**config.mk**
```make
export PLATFORM = sky130hd
export DESIGN_NAME = race_sequencer_flat
export DESIGN_NICKNAME = d
export VERILOG_FILES = /design/src/rtl/race_pkg.sv /design/src/rtl/race_sequencer_if.sv /design/src/rtl/btn_edge.sv /design/src/rtl/race_sequencer.sv /design/src/flat_wrapper.sv
export SDC_FILE = /design/constraint.sdc
export NUM_CORES = 1
export LEC_CHECK = 0
export BUFFER_PORTS_ARGS = -buffer_cell sky130_fd_sc_hd__buf_2
export CAP_MARGIN = 20
export CORE_UTILIZATION = 49
export CTS_CLUSTER_DIAMETER = 100
export DETAILED_ROUTE_END_ITERATION = 8
export PLACE_DENSITY = 0.76
export SLEW_MARGIN = 20
export SYNTH_ARGS = -nofsm -noshare
export SYNTH_HDL_FRONTEND = slang
export SYNTH_SLANG_ARGS = --single-unit
```
**constraint.sdc**
```tcl
create_clock -name clk_div -period 5.8 [get_ports clk_div]
set_clock_uncertainty 0.15 [all_clocks]
set_input_delay 1.45 -clock clk_div [delete_from_list [all_inputs] [get_ports clk_div]]
set_output_delay 1.45 -clock clk_div [all_outputs]
set_load 0.01 [all_outputs]
```
**src/rtl/race_pkg.sv**
```systemverilog
// rtl/race_pkg.sv - shared state encoding and mode constants for the race sequencer
package race_pkg;

  typedef enum logic [1:0] {
    SELECT    = 2'd0,
    COUNTDOWN = 2'd1,
    INGAME    = 2'd2,
    FINISH    = 2'd3
  } race_state_t;

  localparam int RACE_TICKS_PER_SEC  = 10;
  localparam int RACE_TIME_MIN       = 15;
  localparam int RACE_TIME_MAX       = 120;
  localparam int RACE_TIME_STEP      = 15;
  localparam int RACE_TIME_DEFAULT   = RACE_TIME_MIN;
  localparam int RACE_WORD_MIN       = 10;
  localparam int RACE_WORD_MAX       = 50;
  localparam int RACE_WORD_STEP      = 10;
  localparam int RACE_WORD_DEFAULT   = RACE_WORD_MIN;
  localparam int RACE_GAME_MAX_TICKS = 1800;

endpackage

```
**src/rtl/race_sequencer_if.sv**
```systemverilog
// rtl/race_sequencer_if.sv - button/datapath inputs and sequencer outputs of the race sequencer
interface race_sequencer_if;
  logic        btn_start;
  logic        btn_up;
  logic        btn_down;
  logic        mode_sw;
  logic        finish_in;
  logic [1:0]  state;
  logic        mode;
  logic [6:0]  value;
  logic [1:0]  countdown;
  logic [10:0] game_ticks;

  modport master (
    output btn_start, btn_up, btn_down, mode_sw, finish_in,
    input  state, mode, value, countdown, game_ticks
  );

  modport slave (
    input  btn_start, btn_up, btn_down, mode_sw, finish_in,
    output state, mode, value, countdown, game_ticks
  );
endinterface

```
**src/rtl/btn_edge.sv**
```systemverilog
// rtl/btn_edge.sv - rising-edge press detector; a held level yields a single one-tick pulse
module btn_edge (
  input  logic clk_div,
  input  logic rst,
  input  logic level,
  output logic press
);

  logic prev;

  always_ff @(posedge clk_div or posedge rst) begin
    if (rst) prev <= 1'b0;
    else     prev <= level;
  end

  assign press = level & ~prev;

endmodule

```
**src/rtl/race_sequencer.sv**
```systemverilog
// rtl/race_sequencer.sv - typing race SELECT/COUNTDOWN/INGAME/FINISH sequencer on the game tick clock
// Optional pause in INGAME via down press when RACE_PAUSE_EN is defined.
module race_sequencer
  import race_pkg::*;
#(
  parameter int TICKS_PER_SEC  = RACE_TICKS_PER_SEC,
  parameter int TIME_MIN       = RACE_TIME_MIN,
  parameter int TIME_MAX       = RACE_TIME_MAX,
  parameter int TIME_STEP      = RACE_TIME_STEP,
  parameter int WORD_MIN       = RACE_WORD_MIN,
  parameter int WORD_MAX       = RACE_WORD_MAX,
  parameter int WORD_STEP      = RACE_WORD_STEP,
  parameter int GAME_MAX_TICKS = RACE_GAME_MAX_TICKS
) (
  input  logic            clk_div,
  input  logic            rst,
  race_sequencer_if.slave bus
);

  localparam int             TW        = (TICKS_PER_SEC > 1) ? $clog2(TICKS_PER_SEC) : 1;
  localparam logic [TW-1:0]  TICK_LAST = TW'(TICKS_PER_SEC - 1);
  localparam logic [10:0]    GT_LAST   = 11'(GAME_MAX_TICKS - 1);
  localparam logic [10:0]    GT_MAX    = 11'(GAME_MAX_TICKS);

  logic start_p, up_p, down_p;

  btn_edge u_start (.clk_div(clk_div), .rst(rst), .level(bus.btn_start), .press(start_p));
  btn_edge u_up    (.clk_div(clk_div), .rst(rst), .level(bus.btn_up),    .press(up_p));
  btn_edge u_down  (.clk_div(clk_div), .rst(rst), .level(bus.btn_down),  .press(down_p));

  race_state_t   state_q;
  logic          mode_q, mode_next;
  logic [6:0]    value_q, value_next;
  logic [1:0]    cd_q, cd_next;
  logic [TW-1:0] tick_q, tick_next;
  logic [10:0]   gt_q, gt_next;
  logic          cd_done, timeout, paused;

  logic [6:0] cur_min, cur_max, cur_step, sw_min;
  assign cur_min  = mode_q     ? 7'(WORD_MIN)  : 7'(TIME_MIN);
  assign cur_max  = mode_q     ? 7'(WORD_MAX)  : 7'(TIME_MAX);
  assign cur_step = mode_q     ? 7'(WORD_STEP) : 7'(TIME_STEP);
  assign sw_min   = bus.mode_sw ? 7'(WORD_MIN) : 7'(TIME_MIN);

  // Mode change beats up/down; start beats up/down; opposing presses cancel.
  always_comb begin
    mode_next  = mode_q;
    value_next = value_q;
    if (state_q == SELECT) begin
      if (bus.mode_sw != mode_q) begin
        mode_next  = bus.mode_sw;
        value_next = sw_min;
      end else if (!start_p && up_p && !down_p) begin
        value_next = (value_q > cur_max - cur_step) ? cur_max : value_q + cur_step;
      end else if (!start_p && down_p && !up_p) begin
        value_next = (value_q < cur_min + cur_step) ? cur_min : value_q - cur_step;
      end
    end
  end

  always_comb begin
    cd_next   = cd_q;
    tick_next = tick_q;
    cd_done   = 1'b0;
    case (state_q)
      SELECT: begin
        if (start_p) begin
          cd_next   = 2'd3;
          tick_next = '0;
        end
      end
      COUNTDOWN: begin
        if (tick_q == TICK_LAST) begin
          tick_next = '0;
          cd_next   = cd_q - 2'd1;
          cd_done   = (cd_q == 2'd1);
        end else begin
          tick_next = tick_q + TW'(1);
        end
      end
      default: begin
        cd_next   = 2'd0;
        tick_next = '0;
      end
    endcase
  end

  // The increment from GAME_MAX_TICKS-1 lands exactly on the saturation value.
  always_comb begin
    gt_next = gt_q;
    timeout = (gt_q >= GT_LAST);
    case (state_q)
      SELECT, FINISH: begin
        if (start_p) gt_next = '0;
      end
      INGAME: begin
        if (start_p)      gt_next = '0;
        else if (!paused) gt_next = timeout ? GT_MAX : gt_q + 11'd1;
      end
      default: ;
    endcase
  end

  always_ff @(posedge clk_div or posedge rst) begin
    if (rst) begin
      state_q <= SELECT;
      mode_q  <= 1'b0;
      value_q <= 7'(TIME_MIN);
      cd_q    <= 2'd0;
      tick_q  <= '0;
      gt_q    <= '0;
    end else begin
      mode_q  <= mode_next;
      value_q <= value_next;
      cd_q    <= cd_next;
      tick_q  <= tick_next;
      gt_q    <= gt_next;
      case (state_q)
        SELECT:    if (start_p) state_q <= COUNTDOWN;
        COUNTDOWN: if (cd_done) state_q <= INGAME;
        INGAME: begin
          if (start_p)                                     state_q <= SELECT;
          else if (!paused && (bus.finish_in || timeout))  state_q <= FINISH;
        end
        FINISH:    if (start_p) state_q <= SELECT;
        default:   state_q <= SELECT;
      endcase
    end
  end

`ifdef RACE_PAUSE_EN
  // Any exit from INGAME leaves the race unpaused.
  always_ff @(posedge clk_div or posedge rst) begin
    if (rst)
      paused <= 1'b0;
    else if (state_q != INGAME || start_p || (!paused && (bus.finish_in || timeout)))
      paused <= 1'b0;
    else if (down_p)
      paused <= ~paused;
  end
`else
  assign paused = 1'b0;
`endif

  assign bus.state      = state_q;
  assign bus.mode       = mode_q;
  assign bus.value      = value_q;
  assign bus.countdown  = cd_q;
  assign bus.game_ticks = gt_q;

endmodule

```
**src/flat_wrapper.sv**
```systemverilog
// flat-port wrapper written by rule: the top's interface ports become plain ports
module race_sequencer_flat import race_pkg::*;
#(
  parameter int TICKS_PER_SEC  = RACE_TICKS_PER_SEC,
  parameter int TIME_MIN       = RACE_TIME_MIN,
  parameter int TIME_MAX       = RACE_TIME_MAX,
  parameter int TIME_STEP      = RACE_TIME_STEP,
  parameter int WORD_MIN       = RACE_WORD_MIN,
  parameter int WORD_MAX       = RACE_WORD_MAX,
  parameter int WORD_STEP      = RACE_WORD_STEP,
  parameter int GAME_MAX_TICKS = RACE_GAME_MAX_TICKS
)
  (clk_div, rst, bus_btn_start, bus_btn_up, bus_btn_down, bus_mode_sw, bus_finish_in, bus_state, bus_mode, bus_value, bus_countdown, bus_game_ticks);
  race_sequencer_if bus_i ();
  input  logic clk_div;
  input  logic rst;
  input wire logic [$bits(bus_i.btn_start)-1:0] bus_btn_start;
  input wire logic [$bits(bus_i.btn_up)-1:0] bus_btn_up;
  input wire logic [$bits(bus_i.btn_down)-1:0] bus_btn_down;
  input wire logic [$bits(bus_i.mode_sw)-1:0] bus_mode_sw;
  input wire logic [$bits(bus_i.finish_in)-1:0] bus_finish_in;
  output wire logic [$bits(bus_i.state)-1:0] bus_state;
  output wire logic [$bits(bus_i.mode)-1:0] bus_mode;
  output wire logic [$bits(bus_i.value)-1:0] bus_value;
  output wire logic [$bits(bus_i.countdown)-1:0] bus_countdown;
  output wire logic [$bits(bus_i.game_ticks)-1:0] bus_game_ticks;
  assign bus_i.btn_start = bus_btn_start;
  assign bus_i.btn_up = bus_btn_up;
  assign bus_i.btn_down = bus_btn_down;
  assign bus_i.mode_sw = bus_mode_sw;
  assign bus_i.finish_in = bus_finish_in;
  assign bus_state = bus_i.state;
  assign bus_mode = bus_i.mode;
  assign bus_value = bus_i.value;
  assign bus_countdown = bus_i.countdown;
  assign bus_game_ticks = bus_i.game_ticks;
  race_sequencer #(.TICKS_PER_SEC(TICKS_PER_SEC), .TIME_MIN(TIME_MIN), .TIME_MAX(TIME_MAX), .TIME_STEP(TIME_STEP), .WORD_MIN(WORD_MIN), .WORD_MAX(WORD_MAX), .WORD_STEP(WORD_STEP), .GAME_MAX_TICKS(GAME_MAX_TICKS)) u_core (.clk_div(clk_div), .rst(rst), .bus(bus_i));
endmodule
```
Word level (Yosys, flattened, before mapping):

Cells that the tools add are included.

* register bits after elaboration: 30
* input bits: 7
* word-level logic and storage cells: 80

* add/subtract/negate cells: 7
* magnitude comparators: 3
* eq/ne operators: 12
* mux-type cells: 26
* bitwise logic cells: 6
* reductions and logical operators: 17

Operator list (count)
* two-way mux 7 bit: 6
* two-way mux 11 bit: 3
* case mux 11 bit (2 select lines): 1
* adder 7 bit: 2
* two-way mux 2 bit: 7
* subtractor 7 bit: 2
* adder 11 x 1 -> 11 bit, second input constant: 1
* greater-or-equal comparator 11 bit, second input constant: 1
* inequality test 2 x 1 -> 1 bit, second input constant: 5
* two-way mux 4 bit: 2
* case mux 2 bit (4 select lines): 1
* case mux 4 bit (2 select lines): 1
* AND reduction 2 bit: 4
* greater-than comparator 7 bit: 1
* less-than comparator 7 bit: 1
* two-way mux 3 bit: 2
* adder 4 x 1 -> 4 bit, second input constant: 1
* equality test 2 x 1 -> 1 bit, second input constant: 2
* equality test 2 bit, second input constant: 2
* equality test 4 bit, second input constant: 1
* logical AND 1 bit: 4
* case mux 2 bit (2 select lines): 1
* AND reduction 4 bit: 1
* bitwise AND 1 bit: 3
* 11 further kinds: 16

Logic depth before layout (Yosys ltp):

* depth after elaboration: 8
* gate-level depth with buffers: 10
* depth with buffers taken out: 9

By module:

A second synthesis with hierarchy kept.

* cells, all modules: 253
* area, all modules: 2220.9 µm²

By module, submodules not included
* race_sequencer: instances 1, cells each 244, area an instance 2093.3 µm²
* btn_edge: instances 3, cells each 3, area an instance 42.5 µm²

Worst setup path after synthesis:

OpenSTA, ideal clock, no wires.

* path kind: input-to-reg
* start point: in bus_btn_start
* end point: reg u_core.value_q[4] (netlist: u_core.bus.value[4])
* library setup time: 126 ps
* arrival: 2678 ps
* required time: 5524 ps
* setup slack: 2846 ps
* stages: 7
* path buffers: 2
* path through: nand2b_1 > clkbuf_1 > nand3_1 > clkbuf_1 > a2111oi_0 > o211ai_1 > o311a_1

* cells in the longest elaborated chain, start to end: 6
* elaborated cells between the ends (all ways): 10
* those cells by class: mux: 2; bitwise: 1; reduce/logical: 7

RTL lines
* start, declared: line flat_wrapper.sv:17 `input wire logic [$bits(bus_i.btn_start)-1:0] bus_btn_start;`
* bitwise AND 1 bit *: line btn_edge.sv:16 `assign press = level & ~prev;`
* zero test 1 bit *: line race_sequencer.sv:53, race_sequencer.sv:55
* logical AND 1 bit (on tied branches) (2 in a row): line race_sequencer.sv:55, race_sequencer.sv:53
* nonzero test 3 bit (no source line) or two-way mux 7 bit (tied branches)
* AND reduction 2 bit (no source line) or two-way mux 7 bit (tied branches)
* end signal, assigned: line race_sequencer.sv:108 `value_q <= 7'(TIME_MIN);`
* end signal, assigned: line race_sequencer.sv:114 `value_q <= value_next;`
* end, declared: line race_sequencer.sv:33 `logic [6:0] value_q, value_next;`

Mark *: on every way between the ends. The rest lies on a longest branch, timed or not.
A chain may end at the register's enable or synchronous reset.

Worst setup path after layout:

* start point: in bus_btn_up
* end point: reg u_core.value_q[6] (netlist: u_core.bus.value[6])

* cells in the longest elaborated chain, start to end: 5
* elaborated cells between the ends (all ways): 9
* those cells by class: mux: 2; bitwise: 1; reduce/logical: 6

RTL lines
* start, declared: line flat_wrapper.sv:18 `input wire logic [$bits(bus_i.btn_up)-1:0] bus_btn_up;`
* bitwise AND 1 bit *: line btn_edge.sv:16
* zero test 1 bit or logical AND 1 bit (tied branches): line race_sequencer.sv:55, race_sequencer.sv:53
* logical AND 1 bit (on tied branches): line race_sequencer.sv:55, race_sequencer.sv:53
* nonzero test 3 bit (no source line) or two-way mux 7 bit (tied branches)
* AND reduction 2 bit (no source line) or two-way mux 7 bit (tied branches)

Marks and branches as above.

==> metrics <==
status complete, no violations; Peak supply drop 0.304 mV; Net Count, Synth 283; Worst Path Buf+Inv 1; hpwl dp 3830 um; share of cells above drive strength 1 17.2%; initial antenna violation count 0; gr ovfl total 0; Die Height 69.8 um; Setup WS post-layout 2780 ps; filler cell count in the final layout 400; TNS Setup 0 ps; Worst Path Required 5820 ps; GRT Resource Usage Total 23.4%; Synth Instances 259; initial core utilization 51.3%; synth top area cells dfrtp_1, ha_1, dfstp_2; pre-CTS WS 2520 ps; routability congestion estimate 0.914; worst path cell trace buf_2 -> nor2b_1 -> xor2_1 -> o21ai_1 -> nand2_1 -> a2111o_1; Compound-Gate Fraction of Synth Area 25.6%; CTS tree built; area leader, netlist dfrtp_1; RSZ-0062 raised after global routing no; FF+latch area 756 um2; vias in the first global route 1989; I/O pin count 30; most frequent cells after synthesis dfrtp_1, nand2_1, o21ai_0; fraction of the mapped netlist area in adder cells 9.45%; Critical Path AT 3040 ps; DRC Markers 0; Post-synth EDFFs 0; core area 4380 um2; PostCTS Resize Cnt 0; # port buffers 29; via count 2147; max_slew headroom 54.6%; slowest CP cell o21ai_1; Clock Latency Late Sink 290 ps; pin count of the biggest net entering global routing 31; Ys Warns 0; cell with the most instances after synthesis dfrtp_1; clock buffer depth 2; clk slew on worst S/H paths 60 ps; DR iter-0 viols 242; crit-path max FO 8; multi-input logic area 1390 um2; PD cells 527 nW/um2; mux share of post-synthesis cell area 1.45%; Pins Over Slew Limit 0; Final Cycle Share 52.0%; Max Cap Violations 0; Min-Delay Path Class flop to flop; CP startpoint kind primary input; Post-Route WL 5400 um; distinct cell type count after synthesis 62; kind of critical path primary input to flop; # hold bufs at CTS 0; CP max stage delay 510 ps; Core Rows 24; ys async rst share 100%; Die W 69.8 um; Leak Pwr 1.10 nW; DR WL/cell 16.0 um; worst-margin pin slew 676 ps; Post-Synth XOR/XNOR Area 2.73%; register bit total from synthesis 30; n_diodes 0; Period minus WS final 3020 ps; CTS Buf Count 5; ys flop type dfrtp_1; Initial DRT Pass Iterations 6; combinational family with the most area after synthesis compound AO/OA/AOI/OAI gates; nets 308; die area 4870 um2; post-synthesis simple-gate area fraction 22.5%; Setup Viol. Count Final 0; global-route wire length before repair 9130 um; H-tree level count 2; synthesized area 2250 um2; post-CTS setup buffers 0; post-route ant nets 0; Via density 6.37; post-synthesis sequential area ratio 33.6%; Root Buffer clkbuf_8; Final Hold Fails 0; clk sinks 30; top-area cell type share of the netlist area 28.9%; Synth-to-Final Area Change 11.2%; fmax 331 MHz; syn avg cell area 8.69 um2; CP Capture Type flop; cell family with most CP delay compound AO/OA/AOI/OAI gates
layout by cell type, fill, tap and decap left out, types with 6 or more instances in the layout:
cell type	Yosys	final
a21oi_1	15	15
inv_1	13	13
buf_2	0	29
dfrtp_1	26	26
nor2_1	18	18
ha_1	17	17
nand2_1	22	22
o21ai_0	20	20
clkbuf_8	0	6
nand3_1	12	12
power by group:
part           leakage [nW]  switching, mW  total [mW]  internal (mW)
Combinational         0.671          0.431       0.748          0.317
Sequential            0.378          0.115       0.395          0.280
Clock                0.0482         0.0803       0.176         0.0955
Total                  1.10          0.626        1.32          0.693
cell families after synthesis:
| group | Yosys count |
|---|---|
| AOI/OAI and AO/OA | 84 |
| xor gates and xnor gates | 7 |
| adders and majority gates | 17 |
| buffers and inverters | 25 |
| DFF | 30 |
| muxes | 3 |
| and+or+nand+nor | 93 |
metrics by stage:
step / hold WS (ps) / total power [mW] / util (%) / cells / cell area [um2]
global route: 389 / 1.43 / 57.1 / 337 / 2500
detailed placement: 343 / 1.13 / 55.0 / 329 / 2410
finish: 367 / 1.32 / 57.1 / 337 / 2500
CTS: 354 / 1.31 / 57.1 / 337 / 2500
floorplan: 309 / 0.939 / - / 259 / 2250
global placement: 335 / 1.12 / 55.0 / 329 / 2410
path summary, 6_finish.rpt:
check,endpoint,slack [ps],depth (start not counted),from
setup / recovery,u_core.bus.value[6],2780,6,bus_btn_up
hold / removal,u_core.tick_q[3],370,1,u_core.tick_q[3]
setup reg to reg,u_core.bus.value[6],2820,7,u_core.bus.mode
hold reg to reg,u_core.tick_q[3],370,1,u_core.tick_q[3]
max in group asynchronous,u_core.bus.value[3],4110,3,rst
min in group asynchronous,u_core.tick_q[1],1060,3,rst
registers in the layout (all words and copies together), names as in the netlist:
signal                 count
u_core.bus.countdown       2
u_core.bus.game_ticks     11
u_core.bus.mode            1
u_core.bus.state           2
u_core.bus.value           7
u_core.tick_q              4
u_core.u_down.prev         1
u_core.u_start.prev        1
u_core.u_up.prev           1
area by class of cell:
class	instances	share of cell area [%]
Sequential cell	30	30.2
Multi-Input combinational cell	204	55.5
Inverter	13	1.95
Tap cell	52	2.60
Timing Repair Buffer	30	6.10
Clock inverter	1	0.200
Clock buffer	7	3.45
routing by layer:
| layer | vias to the layer above | wire (um) | track usage (%) |
|---|---|---|---|
| met5 | - | 0 | 0 |
| met4 | 0 | 73 | 9.11 |
| met3 | 9 | 362 | 4.94 |
| met2 | 91 | 2530 | 37.0 |
| met1 | 1024 | 2430 | 31.6 |
| li1 | 1023 | - | - |
No activity file was read; power rests on OpenSTA's default activity.
